===== config.mk =====
export PLATFORM = sky130hd
export DESIGN_NAME = clk_activity_monitor
export DESIGN_NICKNAME = d
export VERILOG_FILES = /design/src/rtl/clk_activity_monitor.sv
export SDC_FILE = /design/constraint.sdc
export NUM_CORES = 1
export LEC_CHECK = 0
export CORE_MARGIN = 1
export CORE_UTILIZATION = 50
export CTS_BUF_LIST = sky130_fd_sc_hd__clkbuf_4 sky130_fd_sc_hd__clkbuf_8 sky130_fd_sc_hd__clkbuf_16
export CTS_CLUSTER_SIZE = 10
export DETAILED_ROUTE_END_ITERATION = 12
export PLACE_DENSITY = 0.7
export SYNTH_ARGS = -nofsm -noshare
export SYNTH_HDL_FRONTEND = slang
export SYNTH_SLANG_ARGS = --single-unit

===== constraint.sdc =====
create_clock -name clk -period 4.7 [get_ports clk]
set_clock_uncertainty 0.1 [all_clocks]
set_input_delay 0.47 -clock clk [delete_from_list [all_inputs] [get_ports clk]]
set_output_delay 0.47 -clock clk [all_outputs]
set_load 0.05 [all_outputs]

===== src/rtl/clk_activity_monitor.sv =====
// Samples a derived clock as data in the clk domain. It measures the rise-to-rise
// period, declares lock on a stable period and flags loss of toggling.
module clk_activity_monitor #(
    parameter int SYNC_STAGES = 2,
    parameter int CNT_W       = 8,
    parameter int TIMEOUT     = 16,
    parameter int LOCK_COUNT  = 4,
    parameter int TOL         = 0
) (
    input  logic             clk,
    input  logic             rstn,
    input  logic             en,
    input  logic             mon_clk,
    output logic             rise_pulse,
    output logic             fall_pulse,
    output logic [CNT_W-1:0] period,
    output logic             period_valid,
    output logic             locked,
    output logic             lost,
    output logic [7:0]       err_count
);

    typedef enum logic [2:0] {
        ST_DISABLED,
        ST_ACQUIRE,
        ST_MEASURE,
        ST_LOCKED,
        ST_LOST
    } state_t;

    localparam int               MW        = $clog2(LOCK_COUNT + 1);
    localparam logic [CNT_W-1:0] CNT_MAX   = {CNT_W{1'b1}};
    localparam logic [CNT_W-1:0] TIMEOUT_V = CNT_W'(TIMEOUT);
    localparam logic [31:0]      TOL_V     = 32'(TOL);
    localparam logic [MW-1:0]    LOCK_V    = MW'(LOCK_COUNT);

    logic [SYNC_STAGES-1:0] r_sync;
    logic                   r_sync_d;
    logic                   w_s;
    logic                   w_rise;
    logic                   w_fall;

    state_t                 r_state;
    logic [CNT_W-1:0]       r_per_cnt;
    logic [CNT_W-1:0]       r_idle_cnt;
    logic [CNT_W-1:0]       r_ref;
    logic                   r_have_ref;
    logic [MW-1:0]          r_match_cnt;
    logic [CNT_W-1:0]       r_period;
    logic                   r_rise_pulse;
    logic                   r_fall_pulse;
    logic                   r_period_valid;
    logic                   r_locked;
    logic                   r_lost;
    logic [7:0]             r_err_count;

    logic [CNT_W-1:0]       w_diff;
    logic                   w_match;
    logic                   w_timeout;
    logic [MW-1:0]          w_match_inc;
    logic                   w_lock_hit;

    // The synchroniser and edge register run regardless of en.
    always_ff @(posedge clk or negedge rstn) begin
        if (!rstn) begin
            r_sync   <= '0;
            r_sync_d <= 1'b0;
        end else begin
            r_sync   <= {r_sync[SYNC_STAGES-2:0], mon_clk};
            r_sync_d <= r_sync[SYNC_STAGES-1];
        end
    end

    assign w_s         = r_sync[SYNC_STAGES-1];
    assign w_rise      = w_s & ~r_sync_d;
    assign w_fall      = ~w_s & r_sync_d;
    assign w_diff      = (r_per_cnt >= r_ref) ? (r_per_cnt - r_ref) : (r_ref - r_per_cnt);
    assign w_match     = (32'(w_diff) <= TOL_V);
    assign w_timeout   = (r_idle_cnt == TIMEOUT_V);
    assign w_match_inc = r_match_cnt + MW'(1);
    assign w_lock_hit  = (w_match_inc == LOCK_V);

    always_ff @(posedge clk or negedge rstn) begin
        if (!rstn) begin
            r_state        <= ST_DISABLED;
            r_per_cnt      <= '0;
            r_idle_cnt     <= '0;
            r_ref          <= '0;
            r_have_ref     <= 1'b0;
            r_match_cnt    <= '0;
            r_period       <= '0;
            r_rise_pulse   <= 1'b0;
            r_fall_pulse   <= 1'b0;
            r_period_valid <= 1'b0;
            r_locked       <= 1'b0;
            r_lost         <= 1'b0;
            r_err_count    <= '0;
        end else begin
            r_rise_pulse   <= w_rise & en;
            r_fall_pulse   <= w_fall & en;
            r_period_valid <= 1'b0;
            if (!en) begin
                // err_count survives a disable; only rstn clears it.
                r_state     <= ST_DISABLED;
                r_per_cnt   <= '0;
                r_idle_cnt  <= '0;
                r_ref       <= '0;
                r_have_ref  <= 1'b0;
                r_match_cnt <= '0;
                r_period    <= '0;
                r_locked    <= 1'b0;
                r_lost      <= 1'b0;
            end else begin
                if (w_rise)
                    r_per_cnt <= CNT_W'(1);
                else if (r_per_cnt != CNT_MAX)
                    r_per_cnt <= r_per_cnt + CNT_W'(1);

                if (w_rise || w_fall)
                    r_idle_cnt <= '0;
                else if (r_idle_cnt != CNT_MAX)
                    r_idle_cnt <= r_idle_cnt + CNT_W'(1);

                case (r_state)
                    ST_DISABLED: r_state <= ST_ACQUIRE;
                    ST_ACQUIRE, ST_LOST: begin
                        // A rise here only opens a fresh measurement window.
                        if (w_rise) begin
                            r_state     <= ST_MEASURE;
                            r_have_ref  <= 1'b0;
                            r_match_cnt <= '0;
                            r_lost      <= 1'b0;
                        end else if (w_timeout) begin
                            r_state <= ST_LOST;
                            r_lost  <= 1'b1;
                        end
                    end
                    ST_MEASURE: begin
                        if (w_rise) begin
                            r_period       <= r_per_cnt;
                            r_period_valid <= 1'b1;
                            r_ref          <= r_per_cnt;
                            r_have_ref     <= 1'b1;
                            if (r_have_ref) begin
                                if (w_match) begin
                                    r_match_cnt <= w_match_inc;
                                    if (w_lock_hit) begin
                                        r_state  <= ST_LOCKED;
                                        r_locked <= 1'b1;
                                    end
                                end else begin
                                    r_match_cnt <= '0;
                                end
                            end
                        end else if (w_timeout) begin
                            r_state <= ST_LOST;
                            r_lost  <= 1'b1;
                        end
                    end
                    ST_LOCKED: begin
                        if (w_rise) begin
                            r_period       <= r_per_cnt;
                            r_period_valid <= 1'b1;
                            r_ref          <= r_per_cnt;
                            if (!w_match) begin
                                r_state     <= ST_MEASURE;
                                r_locked    <= 1'b0;
                                r_match_cnt <= '0;
                                if (r_err_count != 8'hFF)
                                    r_err_count <= r_err_count + 8'd1;
                            end
                        end else if (w_timeout) begin
                            r_state  <= ST_LOST;
                            r_locked <= 1'b0;
                            r_lost   <= 1'b1;
                        end
                    end
                    default: r_state <= ST_DISABLED;
                endcase
            end
        end
    end

    assign rise_pulse   = r_rise_pulse;
    assign fall_pulse   = r_fall_pulse;
    assign period       = r_period;
    assign period_valid = r_period_valid;
    assign locked       = r_locked;
    assign lost         = r_lost;
    assign err_count    = r_err_count;

endmodule

==> Word level (Yosys, flattened, before mapping) <==
Cells that the tools add are included.
{ "word_totals": {"ff_bits": 47, "input_bits": 4, "word_cells": 119, "out_inout_bits": 21} }
{ "classes": {"eq_ne": 30, "reduce_logical": 11, "n_addsub": 6, "n_bitwise": 7, "n_mux": 49, "order_cmp": 2} }
{ "op_table": {"columns": ["operator", "count"], "rows": [
  ["two-way mux 8 bit", 10],
  ["two-way mux 3 bit", 16],
  ["adder 8 x 1 -> 8 bit (second input constant)", 3],
  ["inequality test 3 bit (second input constant)", 8],
  ["inequality test 8 bit (second input constant)", 3],
  ["inequality test 4 bit (second input constant)", 5],
  ["two-way mux 1 bit", 18],
  ["subtractor 8 bit", 2],
  ["inequality test 3 x 1 -> 1 bit (second input constant)", 4],
  ["one-hot mux 3 bit (4 select lines)", 1],
  ["one-hot mux 3 bit (3 select lines)", 1],
  ["== test 8 x 5 -> 1 bit (second input constant)", 1],
  ["greater-or-equal comparator 8 bit", 1],
  ["less-or-equal comparator 8 x 1 -> 1 bit (second input constant)", 1],
  ["AND reduction 7 bit", 1],
  ["== test 3 x 2 -> 1 bit (second input constant)", 2],
  ["== test 3 bit (second input constant)", 2],
  ["one-hot mux 1 bit (2 select lines)", 3],
  ["AND reduction 6 bit", 1],
  ["AND reduction 5 bit", 1],
  ["AND 1 bit", 4],
  ["inequality test 4 x 1 -> 1 bit (second input constant)", 1],
  ["AND reduction 2 bit", 2],
  ["AND reduction 4 bit", 1],
  ["other kinds (10)", 13]
]} }

==> Depth between registers and ports, before layout <==
{ "logic_depth": {"ltp_word": 8, "depth_mapped": 11, "ltp_nobuf": 9} }

==> Worst setup path after synthesis <==
Ideal clock, no wire load.
{ "synth_timing": {"path_kind": "flip-flop to flip-flop", "start": "register, netlist name period[1]", "end": "register r_match_cnt[0]", "setup_time_ns": 0.065, "arrival_ns": 2.769, "path_buffers": 1, "setup_slack_ns": 1.767, "required_time_ns": 4.535, "stages_incl_launch_ff": 11, "synth_period_minus_slack_ns": 2.933, "path_cell_list": "dfrtp_1 > inv_1 > ha_1 > nor2b_1 > or4b_1 > a21o_1 > a211oi_2 > nand4_1 > buf_2 > a221oi_2 > a21o_1"} }
{ "synth_rtl": {"columns": ["element", "line", "text"], "rows": [
  ["to (signal assigned)", "146", "r_match_cnt <= w_match_inc;"],
  ["to (decl)", "48", "logic [MW-1:0] r_match_cnt;"]
]} }

==> impl_metrics.ini <==
[pwr]
power_leakage_nw = 1.46
peakVddDrop_mv = 0.163
powerDensity_nw_per_um2 = 228

[timing]
setup_viol = 0
drv_slew = 0
tightest_slew_ns = 1.06
slew_headroom_pct = 29.3
setup_tns_ns = 0
finalHoldViolations = 0
max_freq_mhz = 308
min_period_ns = 3.24
rsz0062_at_grt = no
fin_crit_sh_pct = 69.0

[detailed_routing]
routed_wirelength_mm = 6.50
dr.pass1.iters = 4
drc_errors = 0
drt_iter0_markers = 133
routed-via-count = 2548
ant_nets = 0
wire_per_inst_um = 14.8
drt-vias-per-instance = 5.80

[clocking]
post_cts_buffers = 0
cts_tree = built
cts-resized-gates = 0
ctsHoldBuffers = 0
path_clk_slew_ns = 0.09
ctsLongestPathBuffers = 2
cts_buffers = 5
cts.sinks = 47
htreeDepth = 2
clk_latency_ns = 0.30
root_buffer = clkbuf_8

[status]
status = finished clean

[worst_setup_path]
rrSetupSlack_ns = 1.46
reg2reg_depth = 9
timing.rr.end = err_count[1]
crit_type = flop to flop
endpoint_kind = flop
required_ns = 4.79
rr_startpoint = period[1]
cp.arrival_ns = 3.34
start_kind = flop
crit_fanout = 14

[synth]
yosysSeqAreaShare_pct = 37.8
netlist_area_sq_um = 3110
synth_top_area_share_pct = 37.8
ys_seq_elements = 47
yosysMostFrequentCell = dfrtp_1
ys.flop_type = dfrtp_1
syn_nets = 373
synth_common_cells = 47 x dfrtp_1, 28 x nor2_1, 26 x inv_1, 26 x nand2_1
yosysWarnings = 0
synth_area_leaders = dfrtp_1 38%, ha_1 9.2%, a21oi_1 3.7%, nand3_1 3.5%, nor2_1 3.4%
synth_top_area_cell = dfrtp_1
syn_inst = 346
ys_types = 53
synth_edf_count = 0
synthArstFlopShare_pct = 100
synth_area_per_cell_sq_um = 8.99

[floorplan]
die_area_sq_um = 6540
die_h_um = 80.9
fp-row-count = 28
core_area_sq_um = 5960
die_x_um = 80.9
start_util_pct = 52.2
ios = 25

[min_path]
hp-class = input pin to async pin

[global_routing]
use_met1_pct = 30.3
use_met2_pct = 33.9
antenna_found_initial = 0
grt_usage_pct = 21.3
grt_max_degree = 48
grt_first_pass_wirelength_mm = 10.9
busiest_layer = met2
grt_overflow = 0
grt_util_met3_pct = 3.03
grt_pass1_vias = 2310

[placement]
portBuffers = 24
place.gp.congestion = 0.823
dp_hpwl_mm = 4.63
postPlaceCellArea_sq_um = 3330

[cells_and_area]
postLayoutCellArea_sq_um = 3420
finalNetCount = 390
areaGrowthSynthToFinish_pct = 9.89
drive_above_1_share_pct = 6.04
diodes = 0

[flow_run]
max_cap_viol_count = 0
## how the worst max path moves through the flow
stage | startpoint | endpoint | slack [ns] | cells after the start
final | period[1] | err_count[1] | 1.46 | 9
after detailed placement | period[1] | err_count[1] | 1.48 | 9
after floorplan | period[1] | r_match_cnt[0] | 1.77 | 10
after global routing | period[1] | err_count[1] | 1.19 | 9
after CTS | period[1] | err_count[1] | 1.47 | 9
after global placement | period[1] | err_count[1] | 1.55 | 9
## sequential cells by signal, indices dropped and copies added, names as in the netlist
signal	cells
err_count	8
rise_pulse	1
r_sync	2
r_state	3
r_per_cnt	8
r_sync_d	1
locked	1
period	8
r_match_cnt	3
lost	1
period_valid	1
r_idle_cnt	8
fall_pulse	1
r_have_ref	1
## placed cells by master, fill, tap and decap left out, types with 7 or more instances in the layout
master           instances
a21boi_0                12
a21o_1                   7
a21oi_1                 23
and3_1                  10
clkdlybuf4s50_1         23
dfrtp_1                 47
ha_1                    23
inv_1                   26
nand2_1                 26
nand3_1                 22
nand4_1                  7
nor2_1                  28
o211ai_1                 7
o21ai_0                 14
xnor2_1                 10
## worst max-delay path, cell delays in order, from the launching register on
cell	delay [ns]
dfrtp_1	0.39
inv_1	0.06
ha_1	0.33
nor2b_1	0.18
or4b_1	0.46
a21o_1	0.20
a211oi_2	0.22
nand4_1	0.53
nand3_1	0.32
mux2_2	0.36
## metrics by stage
stage          hold slack [ns]  setup slack [ns]  instances  util [%]  power [W]
2_1_floorplan           0.0744              1.77        346         -   0.000511
5_1_grt                  0.262              1.19        439      57.4   0.000818
3_5_place_dp             0.240              1.48        431      55.9   0.000543
4_1_cts                  0.261              1.47        439      57.4   0.000789
3_3_place_gp             0.235              1.55        431      55.9   0.000539
6_report                 0.257              1.46        439      57.4   0.000779
## power by group
group	total (W)	switching (W)	internal [W]
clock	0.000244	0.000135	0.000110
combinational	0.000108	0.0000680	0.0000402
sequential	0.000426	0.0000137	0.000413
## kinds of logic (layout without fill, tap and decap cells)
logic type | after synthesis | count (layout) | synth area share [%]
AO/OA/AOI/OAI | 85 | 85 | 18.6
XOR/XNOR | 13 | 13 | 3.66
adder cells (fa/ha/maj) | 23 | 23 | 9.25
buffers and inverters | 41 | 59 | 6.92
flip-flops | 47 | 47 | 37.8
multiplexers | 7 | 7 | 2.37
AND/OR/NAND/NOR | 130 | 130 | 21.4
## per-layer routing
layer	up-vias	part of all wire [%]	routed length, um
li1	1251	-	-
met1	1238	49	3200
met2	52	46	2990
met3	7	3.6	233
met4	0	1.2	76
met5	-	0	0
## area by class of cell
cell class / count / area, sq um
multi-input combinational: 258 / 1720
clock buffer: 6 / 76.3
timing repair buffer: 25 / 243
clock inverter: 2 / 12.5
sequential: 47 / 1180
fill: 550 / 2540
inverter: 26 / 97.6
tap: 75 / 93.8
No activity file was read; power rests on OpenSTA's default activity.
